## src/rtl/ps2_key_ctrl.sv

```systemverilog
// PS/2 keyboard receive controller: filtered clock, 11-bit frame receive,
// E0/F0 prefix decode, and a held-key map of the game controls.
module ps2_key_ctrl #(
  parameter int FILTER_LEN = 8,
  parameter int TIMEOUT    = 2500
) (
  input  logic        clk25,
  input  logic        rst_n,
  input  logic        PS2C,
  input  logic        PS2D,
  output logic [15:0] key_code,
  output logic        key_valid,
  output logic        key_break,
  output logic [5:0]  keys_held,
  output logic        frame_err
);

  localparam int TW = $clog2(TIMEOUT + 1);

  typedef enum logic [1:0] {
    IDLE  = 2'd0,
    SHIFT = 2'd1,
    CHECK = 2'd2
  } state_t;

  state_t state, nxt;

  logic                  c_s1, c_s2;
  logic                  d_s1, d_s2;
  logic [FILTER_LEN-1:0] flt;
  logic                  clkf;
  logic                  fall;
  logic [3:0]            bitcnt;
  logic [10:0]           frame;
  logic [TW-1:0]         tocnt;
  logic                  timeout;
  logic                  ext, brk;

  logic                  start_frm;
  logic                  shift_en;
  logic                  err_to;
  logic                  chk;
  logic                  frm_ok;
  logic [7:0]            d;
  logic                  is_e0, is_f0;
  logic                  evt;
  logic [15:0]           code_n;
  logic [5:0]            hit;

  always_ff @(posedge clk25 or negedge rst_n) begin
    if (!rst_n) begin
      c_s1 <= 1'b1;
      c_s2 <= 1'b1;
      d_s1 <= 1'b1;
      d_s2 <= 1'b1;
    end else begin
      c_s1 <= PS2C;
      c_s2 <= c_s1;
      d_s1 <= PS2D;
      d_s2 <= d_s1;
    end
  end

  // Filtered clock only changes once the whole window agrees.
  always_ff @(posedge clk25 or negedge rst_n) begin
    if (!rst_n) begin
      flt  <= '1;
      clkf <= 1'b1;
    end else begin
      flt <= {flt[FILTER_LEN-2:0], c_s2};
      if (&flt)
        clkf <= 1'b1;
      else if (~|flt)
        clkf <= 1'b0;
    end
  end

  assign fall    = clkf & ~|flt;
  assign timeout = (tocnt == TW'(TIMEOUT));

  always_ff @(posedge clk25 or negedge rst_n) begin
    if (!rst_n)
      state <= IDLE;
    else
      state <= nxt;
  end

  always_comb begin
    nxt = state;
    unique case (state)
      IDLE: begin
        if (fall)
          nxt = SHIFT;
      end
      SHIFT: begin
        if (timeout)
          nxt = IDLE;
        else if (fall && bitcnt == 4'd10)
          nxt = CHECK;
      end
      CHECK:   nxt = IDLE;
      default: nxt = IDLE;
    endcase
  end

  assign d      = frame[8:1];
  assign frm_ok = ~frame[0] & frame[10] & (^frame[9:1]);
  assign is_e0  = (d == 8'hE0);
  assign is_f0  = (d == 8'hF0);
  assign code_n = {ext ? 8'hE0 : 8'h00, d};

  always_comb begin
    start_frm = 1'b0;
    shift_en  = 1'b0;
    err_to    = 1'b0;
    chk       = 1'b0;
    unique case (state)
      IDLE:  start_frm = fall;
      SHIFT: begin
        err_to   = timeout;
        shift_en = fall & ~timeout;
      end
      CHECK: chk = 1'b1;
      default: ;
    endcase
  end

  assign evt = chk & frm_ok & ~is_e0 & ~is_f0;

  always_comb begin
    hit = 6'b0;
    unique case (1'b1)
      (code_n == 16'hE06B): hit = 6'b000001;
      (code_n == 16'hE074): hit = 6'b000010;
      (code_n == 16'hE075): hit = 6'b000100;
      (code_n == 16'hE072): hit = 6'b001000;
      (code_n == 16'h0029): hit = 6'b010000;
      (code_n == 16'h005A): hit = 6'b100000;
      default:              hit = 6'b0;
    endcase
  end

  always_ff @(posedge clk25 or negedge rst_n) begin
    if (!rst_n) begin
      bitcnt <= 4'd0;
      frame  <= '1;
      tocnt  <= '0;
    end else begin
      if (start_frm) begin
        frame[0] <= d_s2;
        bitcnt   <= 4'd1;
        tocnt    <= '0;
      end else if (shift_en) begin
        frame[bitcnt] <= d_s2;
        bitcnt        <= bitcnt + 4'd1;
        tocnt         <= '0;
      end else if (state == SHIFT && !timeout) begin
        tocnt <= tocnt + 1'b1;
      end
    end
  end

  always_ff @(posedge clk25 or negedge rst_n) begin
    if (!rst_n) begin
      ext       <= 1'b0;
      brk       <= 1'b0;
      key_code  <= 16'h0000;
      key_valid <= 1'b0;
      key_break <= 1'b0;
      keys_held <= 6'b0;
      frame_err <= 1'b0;
    end else begin
      key_valid <= evt;
      frame_err <= err_to | (chk & ~frm_ok);
      if (err_to || (chk && !frm_ok)) begin
        ext <= 1'b0;
        brk <= 1'b0;
      end else if (chk && is_e0) begin
        ext <= 1'b1;
      end else if (chk && is_f0) begin
        brk <= 1'b1;
      end else if (evt) begin
        key_code  <= code_n;
        key_break <= brk;
        keys_held <= brk ? (keys_held & ~hit) : (keys_held | hit);
        ext       <= 1'b0;
        brk       <= 1'b0;
      end
    end
  end

endmodule

```

## config.mk

```make
export PLATFORM = sky130hd
export DESIGN_NAME = ps2_key_ctrl
export DESIGN_NICKNAME = d
export VERILOG_FILES = /design/src/rtl/ps2_key_ctrl.sv
export SDC_FILE = /design/constraint.sdc
export NUM_CORES = 1
export LEC_CHECK = 0
export BUFFER_PORTS_ARGS = -buffer_cell sky130_fd_sc_hd__buf_2
export CAP_MARGIN = 25
export CORE_MARGIN = 2
export CORE_UTILIZATION = 53
export DETAILED_ROUTE_END_ITERATION = 12
export PLACE_DENSITY = 0.75
export SLEW_MARGIN = 20
export SYNTH_ARGS = -nofsm -noshare
export SYNTH_HDL_FRONTEND = slang
export SYNTH_SLANG_ARGS = --single-unit
```

## constraint.sdc

```tcl
create_clock -name clk25 -period 2.3 [get_ports clk25]
set_clock_uncertainty 0.05 [all_clocks]
set_input_delay 0.115 -clock clk25 [delete_from_list [all_inputs] [get_ports clk25]]
set_output_delay 0.115 -clock clk25 [all_outputs]
set_load 0.01 [all_outputs]
```

# ---- Word-level counts from Yosys, hierarchy flattened
# Cells that the tools add are included.
dict set report word_totals {
  register_bits 69
  in_bits 4
}
dict set report op_classes {
  addsub 2
  order_cmp 2
  n_eq_ne 17
  mux 30
  n_bitwise 21
  n_reduce_logical 23
}
# operator n
set op_table {}
lappend op_table {{16-bit equality test (second input constant)} 4}
lappend op_table {{12-bit two-way mux} 3}
lappend op_table {{6-bit one-hot mux with 6 select lines} 1}
lappend op_table {{16-bit by 6-bit equality test with 1-bit output (second input constant)} 1}
lappend op_table {{16-bit by 7-bit equality test with 1-bit output (second input constant)} 1}
lappend op_table {{8-bit equality test (second input constant)} 2}
lappend op_table {{1-bit two-way mux} 16}
lappend op_table {{12-bit by 1-bit adder with 12-bit output (second input constant)} 1}
lappend op_table {{12-bit equality test (second input constant)} 1}
lappend op_table {{11-bit bitwise mux} 1}
lappend op_table {{1-bit NOT} 9}
lappend op_table {{3-bit nonzero test} 3}
lappend op_table {{9-bit XOR reduction} 1}
lappend op_table {{1-bit AND} 8}
lappend op_table {{4-bit two-way mux} 2}
lappend op_table {{8-bit two-way mux} 1}
lappend op_table {{2-bit AND reduction} 4}
lappend op_table {{8-bit AND reduction} 1}
lappend op_table {{8-bit OR reduction} 1}
lappend op_table {{6-bit AND} 1}
lappend op_table {{1-bit logical AND} 6}
lappend op_table {{2-bit two-way mux} 3}
lappend op_table {{6-bit two-way mux} 1}
lappend op_table {{2-bit != test (second input constant)} 3}
lappend op_table {{other kinds (17)} 20}

# ---- Logic depth before layout (Yosys ltp)
dict set report depth {
  ltp_word 10
  ltp_mapped 8
  depth_no_buf 7
}

# ---- Worst setup path after synthesis
# OpenSTA, ideal clock, no wires.
dict set report synth_timing {
  path_kind {reg2reg}
  startpoint {register frame[1]}
  endpoint {register with a tool-made name}
  setup_ns 0.133
  arrival_time_ns 2.129
  required_ns 2.117
  path_slack_ns -0.012
  stages_incl_launch_ff 9
  n_path_buf 1
  synth_period_minus_slack_ns 2.312
  cell_sequence {dfstp_2 > inv_1 > ha_1 > xnor3_1 > xnor2_1 > nand3_1 > buf_2 > o21ai_1 > o31ai_1}
}
# item line_no
set synth_rtl {}
lappend synth_rtl {{start, declared} 34} ;# logic [10:0] frame;
lappend synth_rtl {{start signal, assigned by index} 154} ;# frame[bitcnt] <= d_s2;

==> results summary <==
For this run the aggregate overflow at the end of global routing stands at 0. The post-route clock period utilization came out at 104.6%. The number of DRC markers after the initial detailed-route iteration came out at 212.

Summing every instance area after synthesis gives 0.003168 sq mm. The share of total power in combinational logic is 2.9%. Entering global routing, the biggest net connects 63 pins. The type of origin of the critical path is a flip-flop. Before CTS, the worst setup slack after placement is -37.73 ps.

Measured against its own limit, the worst slew margin works out to 58.60%. The routed wire length is around 6.7 mm. The critical path is of the reg2reg type. The leakage power of the design came out at approximately 1.7 nW. The final number of max-transition violations is 0. The number of global-route vias before repair came out at ~2,200. The average wire per standard cell came out at 16.30 um.

The TritonCTS clock tree is done. 0 antenna diodes ended up in the layout. The setup-violating endpoint count in the final report is 15. The first global-routing pass estimated 10.41 mm of wire. The synthesized design spends more area on one cell type than any other, namely sky130_fd_sc_hd__dfrtp_1. The number of optimization iterations in the first detailed-route pass is 5.

The endpoint type of the worst setup path is a flip-flop. The number of fill cells is between 400 and 500. The max-cap violation count came out at 0. The flow ran to the end, but the final reports show violations. The portion of total power attributed to the clock network came out at a little over two fifths. The number of synthesized flops with an enable pin is 0. Clock latency on the worst-skew pair, taken at its later pin, is 340 ps. The synthesis-to-finish area growth came out at 22.31%. After synthesis, the largest area contributor takes up 30.02% of total cell area. The routed via count is 2,351. The full die area came out at 0.006612 sq mm.

The row count is 28. Once the floorplan was initialized, standard cells occupied around 54% of the core. The tree is rooted in a sky130_fd_sc_hd__clkbuf_8. Counting instances in the post-synthesis netlist gives the leading cell types as sky130_fd_sc_hd__dfrtp_1, sky130_fd_sc_hd__nand2_1, sky130_fd_sc_hd__dfstp_2, sky130_fd_sc_hd__ha_1, sky130_fd_sc_hd__o21ai_0. The path class of the tightest hold or removal check is in2async. Global routing consumed, over all layers together, 20.86% of the routing resources. The flop-to-flop setup slack came out at -110 ps. The count of endpoints failing hold in the final timing report is 0.

The x dimension of the die came out at 81.32 um. The worst-margin pin slew came out at between 600 and 700 ps. The number of nets in the layout came out at 356. The area taken by flip-flops and latches is 0.001582 sq mm.

Setup repair after global routing could not meet its margin everywhere. The number of H-tree levels is 3. In the routed design, unresolved DRC markers number 0.

The internal power component came out at 1.620 mW. sky130_fd_sc_hd__dfrtp_1 is the most common cell in the netlist. The most used flip-flop cell after synthesis is sky130_fd_sc_hd__dfrtp_1.

The mean instance size in the synthesized netlist came out at 11.16 sq um. The number of antenna violations at the first check in global routing is 0. The count of warnings emitted by yosys came out at 0. The proportion of layout cells with a drive suffix above 1 is 35.50%. TritonCTS created 9 clock buffers. The standard cell core area came out at 0.005851 sq mm.

By area the synthesized netlist is led by sky130_fd_sc_hd__dfrtp_1, sky130_fd_sc_hd__dfstp_2, sky130_fd_sc_hd__ha_1. The worst path setup slack after routing came out at -106.2 ps. The final period demand of the worst path came out at 2406 ps. The distinct cell type count after synthesis is 55. The share of the core filled with cells in the final layout came out at 66.23%. Timing would allow up to 0.4156 GHz. Clock tree synthesis found a total of 62 sinks. Counting every instance in the synthesized netlist gives 284. The count of nets left with antenna violations once routing finished came out at 0.

The maximum root-to-sink buffer count is 2. The height of the chip came out at 81.32 um. The via density per instance came out at 5.692. The weighted congestion at the end of routability-driven global placement came out at 0.9330. The endpoint arrival time on the critical path came out at 2570 ps.

The post-CTS clock slew at the launch and capture registers of the worst setup and hold paths came out at 70 ps. The power density over the cells came out at approximately 530 mW/mm^2. During placement, the flow inserted port buffers numbering 23.

The post-detailed-placement half-perimeter wirelength came out at 4.347 mm. The proportion of total power due to net switching is 21.76%. The net switching component of the power came out at between 0.4 and 0.5 mW. At the worst endpoint, the required time is 2470 ps. VDD sags by at most 0.5212 mV.

Of all flip-flops after synthesis, the portion carrying an async set or reset was 100.0%. The share of the Yosys chip area taken by registers is 49.92%. Sequential cells burn 55.2% of the power. Synthesis inferred 62 register bits. The worst-case hold slack is between 200 and 300 ps. The area used by multi-input combinational logic is 0.001592 sq mm. The top fanout value on the critical path came out at 6.

The number of ports placed on the die boundary is 29. The checks that failed: setup timing.
final cells by class:
class	count	share of cell area [%]
clock buffers	15	4.553
clock inverters	1	0.1292
inverters	15	1.453
multi-input cells	197	41.07
flip-flops and latches	62	40.81
well taps	75	2.422
repair buffers	48	9.558
cells by family (layout without fill, tap and decap cells):
family | count (synthesis) | after routing | synth area share [%]
compound gates | 52 | 52 | 11.41
xor+xnor | 8 | 8 | 2.646
fa+ha+maj | 19 | 19 | 7.504
buf+inv | 30 | 79 | 4.699
flops | 62 | 62 | 49.92
mux | 14 | 14 | 4.937
other cells | 1 | 5 | 0.1184
simple gates | 98 | 99 | 18.76
flip-flops by register name, summed over array words and instances (netlist names), 2 cells and up, named ones only:
register,count
tocnt,12
frame,11
key_code,9
flt,8
bitcnt,4
state,2
layout by cell type, fill, tap and decap left out, types with 7 or more instances in the layout:
| cell | n |
|---|---|
| sky130_fd_sc_hd__dfrtp_1 | 38 |
| sky130_fd_sc_hd__dfstp_2 | 24 |
| sky130_fd_sc_hd__buf_2 | 23 |
| sky130_fd_sc_hd__ha_1 | 18 |
| sky130_fd_sc_hd__buf_4 | 18 |
| sky130_fd_sc_hd__nand2_1 | 17 |
| sky130_fd_sc_hd__nand3_1 | 16 |
| sky130_fd_sc_hd__inv_1 | 13 |
| sky130_fd_sc_hd__nor2_1 | 13 |
| sky130_fd_sc_hd__clkbuf_8 | 12 |
| sky130_fd_sc_hd__mux2_1 | 11 |
| sky130_fd_sc_hd__o21ai_1 | 11 |
| sky130_fd_sc_hd__o21ai_0 | 7 |
| sky130_fd_sc_hd__nand4_1 | 7 |
power by group through the flow:
| stage | Combinational, mW | Sequential, mW | Clock, mW |
|---|---|---|---|
| 5_1_grt | 0.0702 | 1.15 | 0.924 |
| 3_5_place_dp | 0.0579 | 1.16 | 0 |
| 3_3_place_gp | 0.0566 | 1.16 | 0 |
| 4_1_cts | 0.0619 | 1.14 | 0.884 |
| 2_1_floorplan | 0.0329 | 1.16 | 0 |
| 6_report | 0.0598 | 1.14 | 0.868 |
layer usage:
metal / wire length (um) / up-vias / GRT usage [%]
li1: - / 1111 / -
met1: 3012 / 1141 / 28.85
met4: 195 / 0 / 7.627
met2: 3201 / 80 / 31.48
met3: 322 / 19 / 5.667
met5: 0 / - / 0
critical path, stage by stage, from the launching register on:
cell and delay (ps):
sky130_fd_sc_hd__dfstp_2 530, sky130_fd_sc_hd__inv_1 60, sky130_fd_sc_hd__ha_1 310, sky130_fd_sc_hd__xnor3_1 380, sky130_fd_sc_hd__xnor2_2 210, sky130_fd_sc_hd__buf_4 160, sky130_fd_sc_hd__nand3_4 160, sky130_fd_sc_hd__o41ai_2 420
per-stage QoR:
step	instance area (sq um)	setup TNS (ps)	total power, mW	std cells
finish	3875	-506.3	2.071	413
global route	3875	-2121	2.142	413
CTS	3641	0	2.090	404
detailed placement	3425	-117.7	1.220	385
global placement	3425	0	1.217	385
floorplan	3191	0	1.188	288
final timing paths:
check | start | end | cells after the start
max | frame[5] | flip-flop | 7
max in group asynchronous | rst_n | d_s2 | 3
min in group clk25 | c_s2 | flt[0] | 0
min reg2reg | c_s2 | flt[0] | 0
min | rst_n | key_code[4] | 3
max reg2reg | frame[5] | flip-flop | 7
repair_timing:
item | 4_1_cts | 5_1_grt
setup endpoints to repair | 9 | 14
pin swaps | 0 | 7
gates resized for setup | 1 | 42
hold buffers | 3 | 0
hold endpoints to repair | 40 | 0
gates cloned | 0 | 3
buffers inserted | 0 | 6
(Power assumes the default switching activity.)
